<file path="config.mk">
export PLATFORM = sky130hd
export DESIGN_NAME = logic_unit_arbiter
export DESIGN_NICKNAME = d
export VERILOG_FILES = /design/src/rtl/logic_unit_arbiter.sv
export SDC_FILE = /design/constraint.sdc
export NUM_CORES = 1
export LEC_CHECK = 0
export ABC_AREA = 1
export BUFFER_PORTS_ARGS = -buffer_cell sky130_fd_sc_hd__buf_2
export CAP_MARGIN = 20
export CORE_MARGIN = 2
export CORE_UTILIZATION = 31
export DETAILED_ROUTE_END_ITERATION = 10
export GPL_TIMING_DRIVEN = 0
export PLACE_DENSITY_LB_ADDON = 0.3
export SLEW_MARGIN = 20
export SYNTH_ARGS = -nofsm -noshare
export SYNTH_HDL_FRONTEND = slang
export SYNTH_SLANG_ARGS = --single-unit
</file>
<file path="constraint.sdc">
create_clock -name clk -period 4.02 [get_ports clk]
set_input_delay 0.603 -clock clk [delete_from_list [all_inputs] [get_ports clk]]
set_output_delay 0.603 -clock clk [all_outputs]
set_load 0.005 [all_outputs]
</file>
<file path="src/rtl/logic_unit_arbiter.sv">
// logic_unit_arbiter
// Two-requester round-robin arbiter in front of a bitwise logic unit
// (AND/OR/XOR/NOR). The single-entry result register is refilled in the
// same cycle it is drained. Per-requester grant counters saturate at all-ones.

module logic_unit_arbiter #(
   parameter int WIDTH = 32
) (
   input  logic             clk,
   input  logic             rst_n,
   input  logic             req0_valid,
   output logic             req0_ready,
   input  logic [1:0]       req0_op,
   input  logic [WIDTH-1:0] req0_a,
   input  logic [WIDTH-1:0] req0_b,
   input  logic             req1_valid,
   output logic             req1_ready,
   input  logic [1:0]       req1_op,
   input  logic [WIDTH-1:0] req1_a,
   input  logic [WIDTH-1:0] req1_b,
   output logic             rsp_valid,
   input  logic             rsp_ready,
   output logic             rsp_id,
   output logic [WIDTH-1:0] rsp_data,
   output logic [15:0]      grant_cnt0,
   output logic [15:0]      grant_cnt1
);

   // Priority holder: the requester that wins when both are valid
   typedef enum logic [0:0] {
      PRI0 = 1'b0,
      PRI1 = 1'b1
   } pri_state_t;

   pri_state_t       state_r;
   pri_state_t       state_nxt_s;

   logic             can_accept_s;
   logic             grant0_s;
   logic             grant1_s;
   logic [1:0]       op_sel_s;
   logic [WIDTH-1:0] a_sel_s;
   logic [WIDTH-1:0] b_sel_s;
   logic [WIDTH-1:0] result_s;

   logic             rsp_valid_r;
   logic             rsp_id_r;
   logic [WIDTH-1:0] rsp_data_r;
   logic [15:0]      grant_cnt0_r;
   logic [15:0]      grant_cnt1_r;

   // Bitwise operation selected by a 2-bit opcode
   function automatic logic [WIDTH-1:0] logic_op(
      input logic [1:0]       op,
      input logic [WIDTH-1:0] a,
      input logic [WIDTH-1:0] b
   );
      logic [WIDTH-1:0] r;
      case (op)
         2'b00:   r = a & b;
         2'b01:   r = a | b;
         2'b10:   r = a ^ b;
         2'b11:   r = ~(a | b);
         default: r = {WIDTH{1'b0}};
      endcase
      return r;
   endfunction

   // Saturating 16-bit increment
   function automatic logic [15:0] sat_inc16(input logic [15:0] v);
      logic [15:0] r;
      if (v == 16'hFFFF) begin
         r = 16'hFFFF;
      end else begin
         r = v + 16'd1;
      end
      return r;
   endfunction

   // The buffer can take a new result when empty or when it drains this cycle
   always_comb begin
      can_accept_s = !rsp_valid_r || rsp_ready;
   end

   // Grant selection: single valid requester wins, contention goes to the priority holder
   always_comb begin
      grant0_s = 1'b0;
      grant1_s = 1'b0;
      if (can_accept_s) begin
         if (req0_valid && req1_valid) begin
            if (state_r == PRI1) begin
               grant1_s = 1'b1;
            end else begin
               grant0_s = 1'b1;
            end
         end else if (req0_valid) begin
            grant0_s = 1'b1;
         end else if (req1_valid) begin
            grant1_s = 1'b1;
         end else begin
            grant0_s = 1'b0;
            grant1_s = 1'b0;
         end
      end else begin
         grant0_s = 1'b0;
         grant1_s = 1'b0;
      end
   end

   // Readies mirror the grants but are held low while reset is asserted
   always_comb begin
      req0_ready = grant0_s & rst_n;
      req1_ready = grant1_s & rst_n;
   end

   // Priority passes to the other requester after each grant, holds otherwise
   always_comb begin
      state_nxt_s = state_r;
      case (state_r)
         PRI0: begin
            if (grant0_s) begin
               state_nxt_s = PRI1;
            end else begin
               state_nxt_s = PRI0;
            end
         end
         PRI1: begin
            if (grant1_s) begin
               state_nxt_s = PRI0;
            end else begin
               state_nxt_s = PRI1;
            end
         end
         default: state_nxt_s = PRI0;
      endcase
   end

   // Operand mux toward the logic unit, steered by the winning requester
   always_comb begin
      op_sel_s = req0_op;
      a_sel_s  = req0_a;
      b_sel_s  = req0_b;
      if (grant1_s) begin
         op_sel_s = req1_op;
         a_sel_s  = req1_a;
         b_sel_s  = req1_b;
      end else begin
         op_sel_s = req0_op;
         a_sel_s  = req0_a;
         b_sel_s  = req0_b;
      end
      result_s = logic_op(op_sel_s, a_sel_s, b_sel_s);
   end

   // Round-robin state register
   always_ff @(posedge clk or negedge rst_n) begin
      if (!rst_n) begin
         state_r <= PRI0;
      end else begin
         state_r <= state_nxt_s;
      end
   end

   // Result register: load on grant, clear on delivery without refill, else hold
   always_ff @(posedge clk or negedge rst_n) begin
      if (!rst_n) begin
         rsp_valid_r <= 1'b0;
         rsp_id_r    <= 1'b0;
         rsp_data_r  <= {WIDTH{1'b0}};
      end else if (grant0_s || grant1_s) begin
         rsp_valid_r <= 1'b1;
         rsp_id_r    <= grant1_s;
         rsp_data_r  <= result_s;
      end else if (rsp_valid_r && rsp_ready) begin
         rsp_valid_r <= 1'b0;
      end
   end

   // Saturating per-requester grant counters
   always_ff @(posedge clk or negedge rst_n) begin
      if (!rst_n) begin
         grant_cnt0_r <= 16'd0;
         grant_cnt1_r <= 16'd0;
      end else begin
         if (grant0_s) begin
            grant_cnt0_r <= sat_inc16(grant_cnt0_r);
         end
         if (grant1_s) begin
            grant_cnt1_r <= sat_inc16(grant_cnt1_r);
         end
      end
   end

   // Registered outputs
   always_comb begin
      rsp_valid  = rsp_valid_r;
      rsp_id     = rsp_id_r;
      rsp_data   = rsp_data_r;
      grant_cnt0 = grant_cnt0_r;
      grant_cnt1 = grant_cnt1_r;
   end

endmodule
</file>
# Yosys cells after proc, flatten, opt, wreduce, memory -nomap -nowiden
# Cells that the tools add are included.
dict set report totals {
  ff_bits 67
  in_bits 137
  output_inout_bits 68
  word_cells 47
}
dict set report op_classes {
  n_addsub 2
  n_eq_ne 5
  muxes 20
  bitwise_logic 7
  reduce_logical 7
}
# op n
set op_table {}
lappend op_table {{32-bit one-hot mux with 4 select lines} 1}
lappend op_table {{32-bit 2-to-1 mux} 2}
lappend op_table {{16-bit by 1-bit adder with 16-bit output (second input constant)} 2}
lappend op_table {{32-bit AND} 1}
lappend op_table {{16-bit equality test (second input constant)} 2}
lappend op_table {{16-bit 2-to-1 mux} 2}
lappend op_table {{32-bit NOT} 1}
lappend op_table {{32-bit bitwise OR} 1}
lappend op_table {{32-bit XOR} 1}
lappend op_table {{1-bit 2-to-1 mux} 13}
lappend op_table {{2-bit equality test (second input constant)} 2}
lappend op_table {{1-bit AND} 2}
lappend op_table {{2-bit by 1-bit equality test with 1-bit output (second input constant)} 1}
lappend op_table {{1-bit logical AND} 2}
lappend op_table {{2-bit logical NOT} 1}
lappend op_table {{1-bit logical OR} 2}
lappend op_table {{2-bit 2-to-1 mux} 1}
lappend op_table {{1-bit one-hot mux with 2 select lines} 1}
lappend op_table {{2-bit nonzero test} 1}
lappend op_table {{1-bit logical NOT} 1}
lappend op_table {{1-bit NOT} 1}

# Depth between registers and ports, before layout
# Gate-level depths: netlist (run 1).
dict set report logic_depth {
  word_depth 8
  ltp_mapped 17
  ltp_nobuf 14
}

# Worst setup path after synthesis (run 1)
# No wires, ideal clock.
dict set report synth_path {
  path_type {in2reg}
  from {input port rsp_ready}
  to {register rsp_data_r[0], in the netlist rsp_data[0]}
  setup_time_ns 0.113
  arrival_ns 2.068
  t_required_ns 3.907
  setup_slack_ns 1.839
  cell_stages 15
  path_buffers 3
  cell_sequence {inv_1 nand2_2 nand3_4 buf_6 buf_2 buf_2 o21ai_2 inv_1 ha_1 inv_1 nand2_1 nand3_1 nand3_1 nand2_1 inv_1}
}
dict set report synth_via {
  elab_chain_len 6
  elab_cells_between_ends 16
  cone_classes {eq/ne: 3; mux: 6; bitwise: 4; reduce/logical: 3}
}
# item line
set synth_rtl {}
lappend synth_rtl {{from (decl)} 22} ;# input logic rsp_ready,
lappend synth_rtl {{1-bit logical OR (*)} 82} ;# can_accept_s = !rsp_valid_r || rsp_ready;
lappend synth_rtl {{1-bit 2-to-1 mux} 89} ;# if (can_accept_s) begin
lappend synth_rtl {{32-bit 2-to-1 mux} 143} ;# if (grant1_s) begin
lappend synth_rtl {{32-bit bitwise OR} {61, 63}}
lappend synth_rtl {{32-bit NOT} 63} ;# 2'b11: r = ~(a | b);
lappend synth_rtl {{32-bit one-hot mux with 4 select lines} 59} ;# case (op)
lappend synth_rtl {{to (signal assigned)} 169} ;# rsp_data_r <= {WIDTH{1'b0}};
lappend synth_rtl {{to (signal assigned)} 173} ;# rsp_data_r <= result_s;
lappend synth_rtl {{to (decl)} 48} ;# logic [WIDTH-1:0] rsp_data_r;
# Every way passes the cells marked *; elsewhere a longest branch is shown, timed or not.
# A chain may end at the register's enable or synchronous reset.

# Worst setup path after layout (run 1)
dict set report layout_path {
  from {register rsp_valid_r, in the netlist rsp_valid}
  to {register rsp_data_r[1], in the netlist rsp_data[1]}
}
dict set report layout_via {
  elab_chain_len 7
  elab_cells_between_ends 17
  cone_classes {eq/ne: 3; mux: 6; bitwise: 4; reduce/logical: 4}
}
# item line
set layout_rtl {}
lappend layout_rtl {{from (decl)} 46} ;# logic rsp_valid_r;
lappend layout_rtl {{from (signal assigned)} 167} ;# rsp_valid_r <= 1'b0;
lappend layout_rtl {{from (signal assigned)} 171} ;# rsp_valid_r <= 1'b1;
lappend layout_rtl {{from (signal assigned)} 175} ;# rsp_valid_r <= 1'b0;
lappend layout_rtl {{1-bit logical NOT (*)} 82}
lappend layout_rtl {{1-bit logical OR (*)} 82}
lappend layout_rtl {{1-bit 2-to-1 mux} 89}
lappend layout_rtl {{32-bit 2-to-1 mux} 143}
lappend layout_rtl {{32-bit bitwise OR} {61, 63}}
lappend layout_rtl {{32-bit NOT} 63}
lappend layout_rtl {{32-bit one-hot mux with 4 select lines} 59}
# Marks and branches as above.

==> run metrics, run 1 <==
status=finished, final reports clean; row count=between 50 and 60; maximum capacitance violations=0; Post-synth EDFFs=0; Final period util=0.650; worst r2r dst=rsp_data[1]; worst rel slew slack=0.507; Combinational Power Share=0.505; CTS resizes=0; pre-CTS setup slack=between 1 and 1.5 ns; Mapped Cells=roughly 1100; Worst Setup Start Kind=flop; total number of vias=7031; synth cell count leaders=inv_1, nand2_1, nand3_1; clk_skew=between 0.005 and 0.006 ns; Filler cells=2370; Syn Nets=around 1300; Slew @ Worst Pin=0.740 ns; ant diodes=0; most frequent cell after synthesis=inv_1; H-tree depth=3; GPL Wtd Cong=between 0.8 and 0.9; part of the power in registers=0.272; Pwr Total=about 4000 uW; RSZ-0062 raised after global routing=no; layout cells sized above 1=0.283; Chip Height=around 150 um; DRT iter0 DRCs=369; vias in the first global route=between 6000 and 7000; largest net degree at the start of global routing=50; HPWL Detailed=between 15 and 20 mm; count of final setup violators=0; HP Class=in -> async; Int Pwr=2240 uW; die area=roughly 23000 um2; Sink Count=67; total global routing overflow=0; Top FF cell, synth=dfrtp_1; Top-Level Pins=205; CP most frequent cell=nand3_1; Final Max Tran Viols=0; Core Util, Final=0.394; Switching Fraction=0.429; WL final=between 20 and 25 mm; Tot GR Track Use=0.186; Reg-to-Reg Start=rsp_valid; Pleak=between 0.005 and 0.006 uW; clock root cell=clkbuf_16; max incr delay on CP=0.58 ns; post-route DRC violation count=0; Starting Density=0.315; Final WS setup=between 1 and 1.5 ns; crit path DAT=just under 3 ns; asr flop ratio synth=1.00; Fin Setup TNS=0 ns; final net count=1470; largest area contributor in the netlist=dfrtp_1; Clock Path Buffers=2; die width=about 150 um; Period minus WS final=~2.6 ns; vias per inst=4.53; Peak VDD IR=166 uV; synth unique cells=35; Min Hold Slack=roughly 0.15 ns; routed length per instance=approximately 14 um; first-pass GRT wire length=34.4 mm; Clk network pwr share=0.223; flop and latch count out of synthesis=67; r2r setup slk=approximately 1.4 ns; synth warn=0; Sequential Area=~1700 um2; final hold vios=0; CTS buffer count=9; Avg Inst Size Synth=6.52 um2; worst skew pair latency=between 0.3 and 0.4 ns; crit path max fanout=10; Highest Clock Rate=0.383 GHz; Switch Pwr=around 1700 uW; TritonRoute pass-1 iters=4; Setup crit end kind=flop; TritonCTS clock tree=yes; IO Port Bufs=roughly 200; Synth area leaders=dfrtp_1, inv_1, ha_1; Multi-input gate area=between 3000 and 4000 um2; CTS clk-pin slew, worst paths=~0.060 ns; Yosys top cell area share=0.245; Worst Reg-to-Reg Cells=13; Antenna Nets Post-Route=0; initial antenna violation count=1; power per cell area=458 nW/um2; Area Growth Syn to Fin=25.1%; critical path cell sequence=nand2_2, nand3_4, buf_6, inv_2, clkbuf_1, or2_0, o21ai_1, ha_1, inv_1, nand3_1, nand2_1, nand3_1, a21oi_1; synthesized area=approximately 7000 um2; Worst Path Required=4.29 ns; core area=21800 um2; postcts setup bufs=0; Setup Crit Path Kind=reg -> reg; critical path's slowest cell=clkbuf_1; Hold Buf Count CTS=0; register area share after synthesis=0.245
## per-layer routing
layer | wire length, um | track usage
met5 | 0 | 0
met4 | 597 | 0.0705
met3 | 998 | 0.0290
met2 | 10200 | 0.307
met1 | 10100 | 0.246
## placed cells by master, fill, tap and decap left out, types with 9 or more instances in the layout
cell / netlist / layout
a21oi_1: 33 / 33
buf_2: 31 / 234
clkbuf_16: 0 / 9
dfrtp_1: 67 / 67
ha_1: 66 / 66
inv_1: 258 / 258
nand2_1: 197 / 197
nand3_1: 153 / 153
nand4_1: 11 / 11
nor2_1: 19 / 19
nor3_1: 12 / 12
o21ai_0: 42 / 42
o21ai_2: 41 / 41
or2_1: 17 / 17
or2_2: 46 / 46
## worst max-delay path, delay by kind of cell (launching register included)
family,cells,cell delay [ns]
buffers and inverters,4,0.98
AND/OR/NAND/NOR,6,0.66
flip-flops,1,0.39
adder cells (fa/ha/maj),1,0.25
AO/OA/AOI/OAI,2,0.24
## power by group through the flow
stage | sequential [uW] | clock, uW | combinational [uW]
3_5_place_dp | 1080 | 0 | 2000
2_1_floorplan | 1080 | 0 | 1240
3_3_place_gp | 1080 | 0 | 1970
6_report | 1070 | 875 | 1980
5_1_grt | 1110 | 921 | 2270
4_1_cts | 1070 | 902 | 2010
## cells by family after synthesis
group | after synthesis | synth area share
AND/OR/NAND/NOR | 479 | 0.333
adder cells (fa/ha/maj) | 66 | 0.120
AO/OA/AOI/OAI | 120 | 0.110
flip-flops | 67 | 0.245
buffers and inverters | 310 | 0.180
XOR/XNOR | 9 | 0.0115
## metrics by stage
step           instances  cell area, um2
4_1_cts             1551            8570
6_report            1551            8570
2_1_floorplan       1051            6860
3_5_place_dp        1536            8260
3_3_place_gp        1535            8230
5_1_grt             1551            8570
## worst max path at each step
stage	to	from	depth (start not counted)	slack (ns)
global placement	req1_ready	rst_n	4	0.90
CTS	req1_ready	state_r	8	1.38
global route	rsp_data[15]	rsp_valid	13	1.18
finish	rsp_data[1]	rsp_valid	13	1.41
detailed placement	rsp_data[1]	rsp_ready	15	1.09
floorplan	rsp_data[0]	rsp_ready	15	1.84
## layout make-up
| class | instances | area share |
|---|---|---|
| plain buffers | 48 | 0.0292 |
| clock buffers | 9 | 0.0263 |
| clock inverters | 6 | 0.0107 |
| inverters | 262 | 0.115 |
| multi-input cells | 674 | 0.460 |
| flip-flops and latches | 67 | 0.196 |
| well taps | 280 | 0.0409 |
| repair buffers | 205 | 0.123 |
## registers in the layout, indices dropped and copies added, names as in the netlist
register and count:
rsp_data 32, rsp_valid 1, grant_cnt1 16, grant_cnt0 16
rsp_id 1, state_r 1
No activity file was read; power rests on OpenSTA's default activity.
==> inputs of run 2 (changes only) <==
Clock period 4.02 ns to 2.29 ns, I/O delays scaled along.
==> run metrics, run 2 (synthesis gave the netlist of run 1 again) <==
ant diodes=0; Tot GR Track Use=0.186; die area=23300 um2; clk_skew=0.00527 ns; met2 WL post-DR=10.1 mm; Clock Path Buffers=2; routed length per instance=~14 um; core area=around 22000 um2; CTS buffer count=9; Sequential Area=approximately 1700 um2; Peak VDD IR=~280 uV; Starting Density=0.315; die width=~150 um; Period minus WS final=2.16 ns; initial antenna violation count=1; vias in the first global route=around 6600; HP Class=in -> reg; commonest non-fill, non-tap cells in the layout=inv_1, buf_2, nand2_1; worst rel slew slack=0.616; TritonRoute pass-1 iters=4; HPWL Detailed=between 15 and 20 mm; WL final=around 22 mm; H-tree depth=3; Filler cells=2368; M1 WL=between 9 and 10 mm; crit path DAT=roughly 2.4 ns; pre-CTS setup slack=-0.382 ns; maximum capacitance violations=0; total number of vias=around 7000; largest net degree at the start of global routing=50; vias per inst=about 4.5; Worst Setup Start Kind=flop; final net count=~1500; r2r setup slk=0.13 ns; met3 wire length=roughly 1.3 mm; row count=54; Setup Crit Path Kind=reg -> reg; Setup crit end kind=flop; count of final setup violators=0; DRT iter0 DRCs=about 320; Chip Height=about 150 um; Slew @ Worst Pin=approximately 0.58 ns; power per cell area=about 800 nW/um2; TritonCTS clock tree=yes; Final WS setup=around 0.13 ns; total global routing overflow=0; Final Non-Filler Cells=roughly 1600; layout cells sized above 1=0.291; Sink Count=67; Top-Level Pins=slightly above 200; Final period util=0.941; Antenna Nets Post-Route=0; Area Growth Syn to Fin=26.9%; Placed Instances=roughly 1500; Pwr Total=6980 uW; Highest Clock Rate=approximately 0.46 GHz; Pleak=approximately 0.0052 uW; max reg flops=32; Worst Path Required=between 2 and 3 ns; top routing layer used=met4; GPL Wtd Cong=0.863; CTS clk-pin slew, worst paths=0.06 ns; post-route DRC violation count=0; worst skew pair latency=between 0.3 and 0.4 ns; final hold vios=0; Final Max Tran Viols=0; IO Port Bufs=204; RSZ-0062 raised after global routing=yes; clock root cell=clkbuf_16; crit path max fanout=10; commonest non-fill, non-tap cell in the layout=inv_1; first-pass GRT wire length=between 30 and 40 mm; status=finished, final reports clean; Multi-input gate area=between 3000 and 4000 um2
run 2: changes by cell type in the layout (fill, tap and decap cells not counted), moves of 2 or more:
cell,before,now
buf_8,0,4
buf_2,234,227
buf_6,1,3
o21ai_0,42,31
o21ai_1,4,10
clkbuf_4,0,3
o21ai_2,41,46
clkbuf_1,7,4
run 2: metrics by stage:
step                setup TNS, ns  area [um2]   util  hold slack, ns
finish                          0        8700  0.400           0.327
global route              -0.0434        8700  0.400           0.360
CTS                             0        8630  0.397           0.348
detailed placement          -8.01        8260  0.380           0.263
global placement            -7.55        8230  0.378           0.481
floorplan                       0        6860      -          0.0479
run 2: power breakdown:
part           internal (uW)  total [uW]  switching (uW)
clock                    951        1530             579
combinational           1460        3570            2110
sequential              1600        1880             284
run 2: area by class of cell:
cell class	instances	share of cell area
well taps	280	0.0403
clock buffers	9	0.0259
inverters	262	0.113
flip-flops and latches	67	0.193
plain buffers	48	0.0383
multi-input cells	674	0.457
clock inverters	6	0.0105
repair buffers	207	0.123
run 2: final timing paths:
kind	depth (start not counted)	to	startpoint
hold reg to reg	2	rsp_id	rsp_id
setup / recovery	14	rsp_data[0]	rsp_valid
max in group asynchronous	3	rsp_data[13]	rst_n
hold / removal	4	rsp_valid	rsp_ready
setup reg to reg	14	rsp_data[0]	rsp_valid
min in group asynchronous	3	grant_cnt0[15]	rst_n
run 2: per-layer routing:
layer,vias to the layer above,global-route usage
li1,3657,-
met1,3147,0.245
met4,0,0.0833
met5,-,0
met2,173,0.302
met3,34,0.0307
run 2: what timing repair did:
| item | 4_1_cts | 5_1_grt |
|---|---|---|
| cloned | 0 | 0 |
| endpoints found under the hold margin | 19 | 0 |
| hold buffers | 2 | 0 |
| buffers inserted | 0 | 0 |
| endpoints found under the setup margin | 33 | 33 |
| gates resized for setup | 14 | 35 |
run 2: critical path: stages (launching register included):
cell and delay, ns:
dfrtp_1 0.41, nand2_4 0.13, nand3_4 0.09, buf_8 0.16, buf_8 0.15, clkbuf_4 0.23, o21ai_2 0.18, inv_1 0.06
ha_1 0.27, inv_1 0.05, nand2_1 0.04, nand3_1 0.07, nand3_1 0.09, nand2_1 0.08, inv_1 0.04
